File: config.mk
export PLATFORM = sky130hd
export DESIGN_NAME = fpu_result_queue
export DESIGN_NICKNAME = d
export VERILOG_FILES = /design/src/rtl/fpu_pkg.sv /design/src/rtl/sync_fifo.sv /design/src/rtl/fpu_result_queue.sv
export SDC_FILE = /design/constraint.sdc
export NUM_CORES = 1
export LEC_CHECK = 0
export ABC_AREA = 1
export ABC_CLOCK_PERIOD_IN_PS = 6180
export CAP_MARGIN = 20
export CORE_MARGIN = 8
export CORE_UTILIZATION = 35
export CTS_CLUSTER_DIAMETER = 200
export DETAILED_ROUTE_END_ITERATION = 10
export GPL_TIMING_DRIVEN = 0
export HOLD_SLACK_MARGIN = 0.05
export SLEW_MARGIN = 20
export SYNTH_ARGS = -nofsm -noshare
export SYNTH_HDL_FRONTEND = slang
export SYNTH_SLANG_ARGS = --single-unit
File: constraint.sdc
create_clock -name clk -period 6.18 [get_ports clk]
set_input_delay 1.236 -clock clk [delete_from_list [all_inputs] [get_ports clk]]
set_output_delay 1.236 -clock clk [all_outputs]
set_load 0.02 [all_outputs]
File: src/rtl/fpu_pkg.sv
// Shared types and defaults for the fsub result queue.
// fpu_result_t describes one queued result at the default tag width.
package fpu_pkg;

    localparam int FPU_DEPTH   = 4;
    localparam int FPU_TAG_W   = 5;
    localparam int OVF_CNT_MAX = 255;

    typedef struct packed {
        logic [31:0]          y;
        logic                 ovf;
        logic [FPU_TAG_W-1:0] tag;
    } fpu_result_t;

    // Overflow counter sticks at its maximum instead of wrapping.
    function automatic logic [7:0] sat_inc8(input logic [7:0] v);
        return (v == 8'(OVF_CNT_MAX)) ? v : v + 8'd1;
    endfunction

endpackage

File: src/rtl/sync_fifo.sv
// Registered circular FIFO: storage plus wrap-around read/write pointers.
// Push is refused while full, even if a pop happens in the same cycle.
module sync_fifo #(
    parameter int WIDTH = 8,
    parameter int DEPTH = 4,
    localparam int AW   = $clog2(DEPTH)
) (
    input  logic             clk,
    input  logic             rstn,
    input  logic             wr_en_i,
    input  logic             rd_en_i,
    input  logic [WIDTH-1:0] wdata_i,
    output logic [WIDTH-1:0] rdata_o,
    output logic [AW:0]      count_o,
    output logic             full_o,
    output logic             empty_o
);

    localparam logic [AW:0] FULL_CNT = (AW+1)'(DEPTH);

    logic [WIDTH-1:0] mem_q [DEPTH];
    logic [AW-1:0]    wr_ptr_q, wr_ptr_d;
    logic [AW-1:0]    rd_ptr_q, rd_ptr_d;
    logic [AW:0]      count_q, count_d;
    logic             do_push, do_pop;

    assign full_o  = (count_q == FULL_CNT);
    assign empty_o = (count_q == '0);
    assign count_o = count_q;

    // Qualify against current state only, so full+pop never admits a write.
    assign do_push = wr_en_i && !full_o;
    assign do_pop  = rd_en_i && !empty_o;

    always_comb begin
        wr_ptr_d = wr_ptr_q;
        rd_ptr_d = rd_ptr_q;
        count_d  = count_q;
        if (do_push) wr_ptr_d = wr_ptr_q + 1'b1;
        if (do_pop)  rd_ptr_d = rd_ptr_q + 1'b1;
        case ({do_push, do_pop})
            2'b10:   count_d = count_q + 1'b1;
            2'b01:   count_d = count_q - 1'b1;
            default: count_d = count_q;
        endcase
    end

    always_ff @(posedge clk or negedge rstn) begin
        if (!rstn) begin
            wr_ptr_q <= '0;
            rd_ptr_q <= '0;
            count_q  <= '0;
        end else begin
            wr_ptr_q <= wr_ptr_d;
            rd_ptr_q <= rd_ptr_d;
            count_q  <= count_d;
        end
    end

    // Storage is not reset; the output mask below hides stale contents.
    always_ff @(posedge clk) begin
        if (do_push) mem_q[wr_ptr_q] <= wdata_i;
    end

    assign rdata_o = empty_o ? '0 : mem_q[rd_ptr_q];

endmodule

File: src/rtl/fpu_result_queue.sv
// Result queue between the fsub stage and writeback, with a sticky
// overflow flag and a saturating count of accepted overflowing results.
module fpu_result_queue
    import fpu_pkg::*;
#(
    parameter int DEPTH = FPU_DEPTH,
    parameter int TAG_W = FPU_TAG_W,
    localparam int CW   = $clog2(DEPTH) + 1
) (
    input  logic             clk,
    input  logic             rstn,
    input  logic             in_valid,
    output logic             in_ready,
    input  logic [31:0]      in_y,
    input  logic             in_ovf,
    input  logic [TAG_W-1:0] in_tag,
    output logic             out_valid,
    input  logic             out_ready,
    output logic [31:0]      out_y,
    output logic             out_ovf,
    output logic [TAG_W-1:0] out_tag,
    output logic [CW-1:0]    count,
    output logic             flag_ovf,
    input  logic             flag_clr,
    output logic [7:0]       ovf_cnt
);

    localparam int W = 32 + 1 + TAG_W;

    logic [W-1:0] wdata, rdata;
    logic         full, empty;
    logic         push, ovf_hit;
    logic         flag_q, flag_d;
    logic [7:0]   cnt_q, cnt_d;

    assign in_ready  = !full;
    assign out_valid = !empty;
    assign push      = in_valid && in_ready;
    assign wdata     = {in_y, in_ovf, in_tag};

    sync_fifo #(.WIDTH(W), .DEPTH(DEPTH)) u_fifo (
        .clk     (clk),
        .rstn    (rstn),
        .wr_en_i (in_valid),
        .rd_en_i (out_ready),
        .wdata_i (wdata),
        .rdata_o (rdata),
        .count_o (count),
        .full_o  (full),
        .empty_o (empty)
    );

    assign {out_y, out_ovf, out_tag} = rdata;

    assign ovf_hit = push && in_ovf;

    // A clear coinciding with a new overflow still records that overflow.
    always_comb begin
        flag_d = flag_q;
        cnt_d  = cnt_q;
        if (ovf_hit)       flag_d = 1'b1;
        else if (flag_clr) flag_d = 1'b0;
        if (flag_clr)      cnt_d  = {7'd0, ovf_hit};
        else if (ovf_hit)  cnt_d  = sat_inc8(cnt_q);
    end

    always_ff @(posedge clk or negedge rstn) begin
        if (!rstn) begin
            flag_q <= 1'b0;
            cnt_q  <= 8'd0;
        end else begin
            flag_q <= flag_d;
            cnt_q  <= cnt_d;
        end
    end

    assign flag_ovf = flag_q;
    assign ovf_cnt  = cnt_q;

endmodule

==> impl.org, run 1 <==
** Outcome
- Result of the run :: complete, no violations

** Clocking
- Insertion delay of the later-clocked pin in the worst-skew pair :: 420 ps
- After clock tree synthesis, the clock-pin slew on the worst setup and hold paths is 60 ps.
- Buffer depth of the longest clock path :: 2
- In this run, CTS created clock tree buffers numbering 17.
- CTS sink cnt :: 168
- Post-CTS setup repair buffer count :: 0
- CTS resizes :: 0
- CTS placed an instance of sky130_fd_sc_hd__clkbuf_16 at the clock tree root.
- The clock tree synthesis step divided the H-tree into 4 levels.
- Buffers inserted to repair hold after CTS numbered 0.
- TritonCTS clock tree :: yes

** STA
- The hold violation count in the final report is 0.
- Worst clock skew :: 9.48 ps
- Derived from the worst setup path, the maximum achievable clock frequency is 260 MHz.
- Setup violations remaining at the end of the flow were counted as 0.
- For the pin with the worst max-slew slack, the measured transition is 776 ps.
- Slew margin rel. :: 0.482
- Setup repair after global routing left no endpoint under its margin.
- After layout, the worst setup slack is 2340 ps.
- Final cycle utilization of the critical path :: 0.622
- Hold timing on the final database bottoms out at a slack of 505 ps.
- In the final timing run, aggregate negative setup slack is 0 ps.
- Subtracting the final worst setup slack from the clock period gives 3840 ps.
- The final-report max-slew violation count is 0.

** Die
- During I/O placement, the number of pins put on the boundary was 95.
- Die Ht :: 156 um
- The core region is 0.0193 mm2.
- From left edge to right edge, the die measures 156 um.
- The die covers 0.0242 mm2.
- Number of placement rows :: 51
- The initial utilization of the core area, before any placement, comes to 0.354.

** Synthesis
- After synthesis the cells add up to 0.00682 mm2.
- Share of Yosys cell area claimed by the top area cell type :: 0.669
- Yosys cell types :: 23
- Post-synthesis net count :: 621
- After technology mapping, the gate count stands at 571.
- Sequential fraction of the synthesis area :: 0.728
- Post-Synthesis Mean Instance Area :: 12.0 um2
- In the post-synthesis netlist, the biggest area contributors are sky130_fd_sc_hd__edfxtp_1 (67%), sky130_fd_sc_hd__nor2_1 (9.1%), sky130_fd_sc_hd__dfrtp_1 (5.9%).
- For this run, the number of Yosys warnings is 0.
- Cell taking the most area after synthesis :: sky130_fd_sc_hd__edfxtp_1
- After synthesis the netlist holds a flip-flop and latch count of 168.

** Setup path
- Setup CP Type :: reg -> out
- Family with the most delay on the worst path :: buffers and inverters
- On the worst path, the slowest cell contributes a delay of 670 ps.
- For the worst setup path, the data required time is 4940 ps.
- List of cells traversed by the critical path :: buf_4 -> inv_2 -> clkbuf_1 -> o21ai_0 -> a21oi_1 -> clkdlybuf4s50_1
- Maximum fanout count along the critical path :: 10
- Buffer and inverter count on the worst path :: 4
- Setup crit end kind :: output port
- Cell with the biggest individual delay on the critical path :: sky130_fd_sc_hd__clkdlybuf4s50_1
- Critical path launch point type :: flip-flop
- At the worst endpoint, the arrival time is 2610 ps.

** Power and ir drop
- In this run the static leakage power is 3.14 nW.
- Overall power after layout :: 4.75 mW
- IR analysis of the VDD net gives a maximum drop of 271 uV.
- Dividing total power by cell area gives a power density of 534 mW/mm2.

** Detailed routing
- Before antenna repair, the detailed router went through 5 iterations.
- Routed via count divided by cell count :: 4.74
- Initial DRC count :: 310
- The final layout contains routed wiring with a total length of 16.8 mm.
- In this run the remaining antenna-violating nets after routing total 0.
- DRC violations left :: 0
- Total number of vias :: 4587
- Avg WL per Cell :: 17.3 um

** Flow run
- Total of max-cap violations :: 0

** Placed design
- Prior to clock tree synthesis, the placed netlist has a worst setup slack of 2810 ps.
- Post-Place Cells :: 935
- Final weighted congestion in routability-driven placement :: 0.828
- IO buf count :: 94
- The placed instances occupy a cell area of 0.00826 mm2.
- Dpl hpwl :: 11.0 mm

** GRT
- All-Layer GR Usage :: 0.141
- The number of antenna violations at the first check in global routing is 1.
- Entering global routing, the biggest net connects 21 pins.
- Global route overflow :: 0
- The first global-routing pass estimated 25.6 mm of wire.
- The number of global-route vias before repair is 4742.

** Finish
- At the end of the flow, the number of nets in the layout was 739.
- In the layout the commonest cells are sky130_fd_sc_hd__nor2_1 (161), sky130_fd_sc_hd__edfxtp_1 (152), sky130_fd_sc_hd__clkdlybuf4s50_1 (94).
- Relative to the synthesized area, the layout overhead comes to 30.4%.
- Of the cells placed in the final design, the portion with a size suffix greater than 1 is 0.101.
- The layout has 1775 filler cells.
- The repair_antennas step left the layout with diodes totalling 0.
- Design Area, Final :: 0.00890 mm2
- Leaving out filler cells and counting taps, the final layout contains 967.
- Leading cell type in the layout, fill and taps excluded :: sky130_fd_sc_hd__nor2_1
- For this run, the share of the core covered by cells in the final layout is 0.462.

** Worst hold path
- The min-delay analysis places its worst path in the category reg -> reg.
==> per-layer routing <==
layer,wire length [um],part of all wire,GRT usage
met1,6900,0.41,0.164
met2,8540,0.51,0.239
met3,1100,0.066,0.0490
met4,208,0.012,0.0448
met5,13,0.00078,0
==> worst paths after layout <==
check                                     to          startpoint  cells after the start  slack (ps)
setup / recovery                    out_y[3]  u_fifo.rd_ptr_q[0]                      6        2340
hold / removal                      flag_ovf            flag_ovf                      2         500
max in group asynchronous         ovf_cnt[5]                rstn                      1        4440
setup reg to reg           u_fifo.count_o[2]   u_fifo.count_o[1]                      9        4020
min in group asynchronous  u_fifo.count_o[0]                rstn                      1        1250
hold reg to reg                     flag_ovf            flag_ovf                      2         500
==> Yosys cell counts <==
master,number
sky130_fd_sc_hd__a21oi_1,41
sky130_fd_sc_hd__buf_2,16
sky130_fd_sc_hd__buf_4,6
sky130_fd_sc_hd__buf_6,1
sky130_fd_sc_hd__clkbuf_1,7
sky130_fd_sc_hd__dfrtp_1,16
sky130_fd_sc_hd__edfxtp_1,152
sky130_fd_sc_hd__fa_1,1
sky130_fd_sc_hd__ha_1,6
sky130_fd_sc_hd__inv_1,17
sky130_fd_sc_hd__inv_2,5
sky130_fd_sc_hd__nand2_1,31
sky130_fd_sc_hd__nand2_2,4
sky130_fd_sc_hd__nand3_1,9
sky130_fd_sc_hd__nand4_2,1
sky130_fd_sc_hd__nor2_1,165
sky130_fd_sc_hd__nor2_4,1
sky130_fd_sc_hd__o211ai_1,1
sky130_fd_sc_hd__o21ai_0,61
sky130_fd_sc_hd__o21ai_1,24
sky130_fd_sc_hd__o21bai_1,1
sky130_fd_sc_hd__xnor2_1,1
sky130_fd_sc_hd__xor2_1,4
==> final cells by class <==
cell class / instances / area (um2) / area share
Inverter: 22 / 82.6 / 0.00928
Clock inverter: 14 / 205 / 0.0231
Multi-Input combinational cell: 351 / 1640 / 0.185
Timing Repair Buffer: 99 / 1080 / 0.121
Sequential cell: 168 / 4960 / 0.558
Clock buffer: 18 / 429 / 0.0482
Buffer: 30 / 163 / 0.0183
Tap cell: 265 / 332 / 0.0373
==> logic make-up (layout without fill, tap and decap cells) <==
logic type,after synthesis,after routing,synth area share
AND/OR/NAND/NOR,211,211,0.122
XOR/XNOR,5,5,0.00642
buffers and inverters,52,183,0.0359
flip-flops,168,168,0.728
adder cells (fa/ha/maj),7,7,0.0139
AO/OA/AOI/OAI,128,128,0.0946
==> flip-flops by register name, summed over array words and instances (netlist names) <==
signal and flops:
u_fifo.rd_ptr_q 2, u_fifo.count_o 3, u_fifo.wr_ptr_q 2, ovf_cnt 8, u_fifo.mem_q 152, flag_ovf 1
==> power breakdown <==
group          total [mW]  switching, mW  internal (mW)  leakage (nW)
combinational        2.07           1.26          0.807          1.24
clock                1.13          0.416          0.712         0.306
sequential           1.55         0.0644           1.49          1.59
total                4.75           1.74           3.01          3.14
==> worst reg2reg max path, cell delays in order (launching register included) <==
cell	delay, ps
sky130_fd_sc_hd__dfrtp_1	410
sky130_fd_sc_hd__nor2_1	180
sky130_fd_sc_hd__nand2_2	90
sky130_fd_sc_hd__nand2_2	270
sky130_fd_sc_hd__ha_1	210
sky130_fd_sc_hd__inv_1	70
sky130_fd_sc_hd__fa_1	390
sky130_fd_sc_hd__a21oi_1	160
sky130_fd_sc_hd__o21ai_0	110
sky130_fd_sc_hd__xor2_1	150
Note: power is estimated with default switching activity, not from simulation.
==> inputs of run 2 (changes only) <==
Settings changed: ABC_CLOCK_PERIOD_IN_PS 6180 to 3170.
Clock period 6.18 ns to 3.17 ns, I/O delays scaled along.
==> impl.org, run 2 (synthesis results as in run 1) <==
** Clocking
- TritonCTS built the clock tree.
- The clock sink count came to 168 (unchanged).
- The hold-fix buffer count after cts came to 0 (unchanged).
- The number of setup buffers added after CTS is 0 (unchanged).
- Buffer depth of the longest clock path :: 2 (unchanged)
- Root buffer selected by CTS :: sky130_fd_sc_hd__clkbuf_16
- Number of H-tree levels :: 4 (unchanged)
- The clock latency of the later-clocked register in the worst-skew pair was 420 ps (about the same).
- Post-CTS clock slew at the launch and capture registers of the worst setup and hold paths :: 60 ps (about the same)
- The total clock buffers created by CTS came to 17 (unchanged).

** GRT
- Antenna violations before repair :: 1 (unchanged)
- Wire length of the first global-routing pass :: 25.6 mm (unchanged)
- The maximum number of pins on one net before global-route repair is 21 (unchanged).
- Met3 GRT Util :: 0.0490 (unchanged)
- The met2 routing resource usage after global routing is 0.239 (unchanged).
- Number of global-route vias before repair :: 4742 (unchanged)
- The leftover overflow at the end of global routing is 0 (unchanged).
- The global-route usage over all layers was 0.141 (unchanged).
- Gr busiest metal :: met2
- GR Layer Usage met1 :: 0.164 (unchanged)

** STA
- The final-report max-slew violation count is 0 (unchanged).
- The post-route setup TNS was 0 ps (unchanged).
- Setup repair after global routing left no endpoint under its margin.
- In the finished design, the share of the clock period the worst path needs comes to 0.958.
- Transition time of the tightest slew-check pin :: 772 ps (-3.49 ps)
- The hold violation count in the final report came to 0 (unchanged).
- Final critical delay including setup and external delays :: 3040 ps
- The setup clock skew after layout is 7.11 ps (-2.37 ps).
- The relative slew slack came to 0.484 (+0.00233).
- Highest Clock Rate :: 329 MHz
- The number of failing setup endpoints in the final timing report is 0 (unchanged).

** Setup path
- The signal on the critical path passes through buf_4 -> inv_2 -> buf_4 -> buf_2 -> o21ai_1 -> a21oi_1 -> clkdlybuf4s50_1.
- The worst register-to-register path begins at u_fifo.count_o[1].
- The cell family contributing the most delay on the critical path is buffers and inverters.
- The critical-path maximum fanout came to 10 (unchanged).
- Arr. time, crit path :: 2400 ps (-210 ps)
- Critical Path Max Stage Delay :: 650 ps (-20 ps)
- The worst setup path is captured at an output port.
- Cell with the biggest individual delay on the critical path :: sky130_fd_sc_hd__clkdlybuf4s50_1
- Worst setup path start :: u_fifo.rd_ptr_q[0]
- The sum of buffers and inverters on the critical path came to 5 (+1).
- The critical path in this run is classified as reg -> out.
- Most prevalent standard cell on the critical path :: sky130_fd_sc_hd__buf_4
- Required time reported for the critical path endpoint :: 2540 ps (-2400 ps)
- The worst setup path is launched from a flip-flop.

** Power and ir drop
- Register share of total power :: 0.328 (about the same)
- Switching Fraction :: 0.367 (+0.000398)
- Internal Pwr Total :: 5.84 mW (+94%)
- The clock power share is 0.238 (about the same).
- Reported net switching power :: 3.39 mW (+94%)
- The highest ir drop seen on vdd is 525 uV (+94%).
- Portion of total power attributed to combinational logic :: 0.433 (-0.003)
- The total power per unit cell area was 1030 mW/mm2 (+93%).
- Overall power after layout :: 9.22 mW (+94%)
- Static leakage power :: 3.32 nW (+5.6%)

** Placed design
- Cell Area, Placed :: 0.00826 mm2 (unchanged)
- Final weighted congestion in routability-driven placement :: 0.828 (unchanged)
- Dpl hpwl :: 11.0 mm (unchanged)
- The number of port buffers came to 94 (unchanged).

** Finish
- The number of nets in the layout came to 739 (unchanged).
- Leading cell type in the layout, fill and taps excluded :: sky130_fd_sc_hd__nor2_1
- Layout Utilization :: 0.464 (+0.00221)
- The finished layout cell area came to 0.00894 mm2 (+0.48%).
- The register with the most flip-flops in the final layout is u_fifo.mem_q.
- The number of flip-flops under the largest register name was 152 (unchanged).
- The area growth from synthesis to layout is 31.0%.
- Leaving out fill and tap cells, the most frequent cells in the layout are sky130_fd_sc_hd__nor2_1 (161), sky130_fd_sc_hd__edfxtp_1 (152), sky130_fd_sc_hd__clkdlybuf4s50_1 (79).
- Ant diodes :: 0 (unchanged)
- The share of post-route cells with drive strength above 1 is 0.107 (+0.00570).

** Detailed routing
- The detail-routed via count per cell is 4.78 (+0.83%).
- Wire length reported by the detailed router :: 16.8 mm (about the same)
- DRC violations left :: 0 (unchanged)
- Number of iterations in the first detailed-routing pass :: 5 (unchanged)
- The average wire per cell in the routed design is 17.3 um (about the same).
- Total number of vias :: 4625 (+0.83%)
- Initial DRC count :: 310 (unchanged)
- Number of nets still failing antenna checks after routing :: 0 (unchanged)

** Die
- The die height is 156 um (unchanged).
- The die area is 0.0242 mm2 (unchanged).
- The floorplan die width was 156 um (unchanged).
- Number of placement rows :: 51 (unchanged)
- The area inside the core boundary is 0.0193 mm2 (unchanged).
- The count of pins on the block boundary came to 95 (unchanged).
- The initial cell density of the core came to 0.354 (unchanged).

** Outcome
- The run finished with clean final reports.

** Flow run
- The max-capacitance violation count came to 0 (unchanged).

** Worst hold path
- Worst Hold Class :: reg -> reg
- Startpoint of the tightest hold check path :: flag_ovf
[run 2: cell types whose count changed in the layout (fill, tap and decap cells not counted)]
cell                              previous run  this run
sky130_fd_sc_hd__clkdlybuf4s50_1            94        79
sky130_fd_sc_hd__clkbuf_2                    0         4
sky130_fd_sc_hd__dlymetal6s2s_1              0        15
sky130_fd_sc_hd__clkbuf_1                    8         4
[run 2: metal layers]
layer  share of wire  up-vias
met5         0.00078        -
met4           0.012        2
met3           0.066       18
met2            0.51      138
met1            0.41     2251
li1                -     2216
[run 2: final timing paths]
| path | to | cells after the start | slack (ps) |
|---|---|---|---|
| setup / recovery | out_y[17] | 7 | 130 |
| hold / removal | flag_ovf | 2 | 500 |
| setup reg to reg | u_fifo.count_o[2] | 9 | 1010 |
| hold reg to reg | flag_ovf | 2 | 500 |
| max in group asynchronous | ovf_cnt[5] | 1 | 2030 |
| min in group asynchronous | u_fifo.count_o[0] | 1 | 660 |
[run 2: area by class of cell]
| type | count | area, um2 |
|---|---|---|
| Fill cell | 1768 | 10300 |
| Sequential cell | 168 | 4960 |
| Multi-Input combinational cell | 351 | 1640 |
| Timing Repair Buffer | 99 | 1120 |
| Clock buffer | 18 | 429 |
| Tap cell | 265 | 332 |
| Clock inverter | 14 | 205 |
| Buffer | 30 | 168 |
| Inverter | 22 | 82.6 |
[run 2: through the flow]
step / hold slack [ps] / cells / setup slack, ps
floorplan: 338 / 571 / 253
global placement: 468 / 930 / -1620
detailed placement: 487 / 935 / 404
CTS: 512 / 967 / 30.1
global route: 548 / 967 / 6.04
finish: 505 / 967 / 133
[run 2: power groups by stage]
| stage | registers, mW | logic (mW) | clock network (mW) |
|---|---|---|---|
| after CTS | 3.03 | 4.14 | 2.23 |
| after global routing | 3.06 | 4.37 | 2.32 |
| after floorplan | 3.10 | 2.16 | 0 |
| final | 3.03 | 4.00 | 2.20 |
| after detailed placement | 3.07 | 4.11 | 0 |
| after global placement | 3.10 | 3.90 | 0 |
[run 2: what timing repair did]
| action | in CTS | in global routing |
|---|---|---|
| gates cloned | 0 | 0 |
| setup endpoints to repair | 9 | 29 |
| resized for setup | 2 | 19 |
| pin swaps | 0 | 0 |
[run 2: worst min-delay path: cells and delay by family (launching register included)]
family | cells | cell delay (ps)
simple gates | 2 | 120
flops | 1 | 360
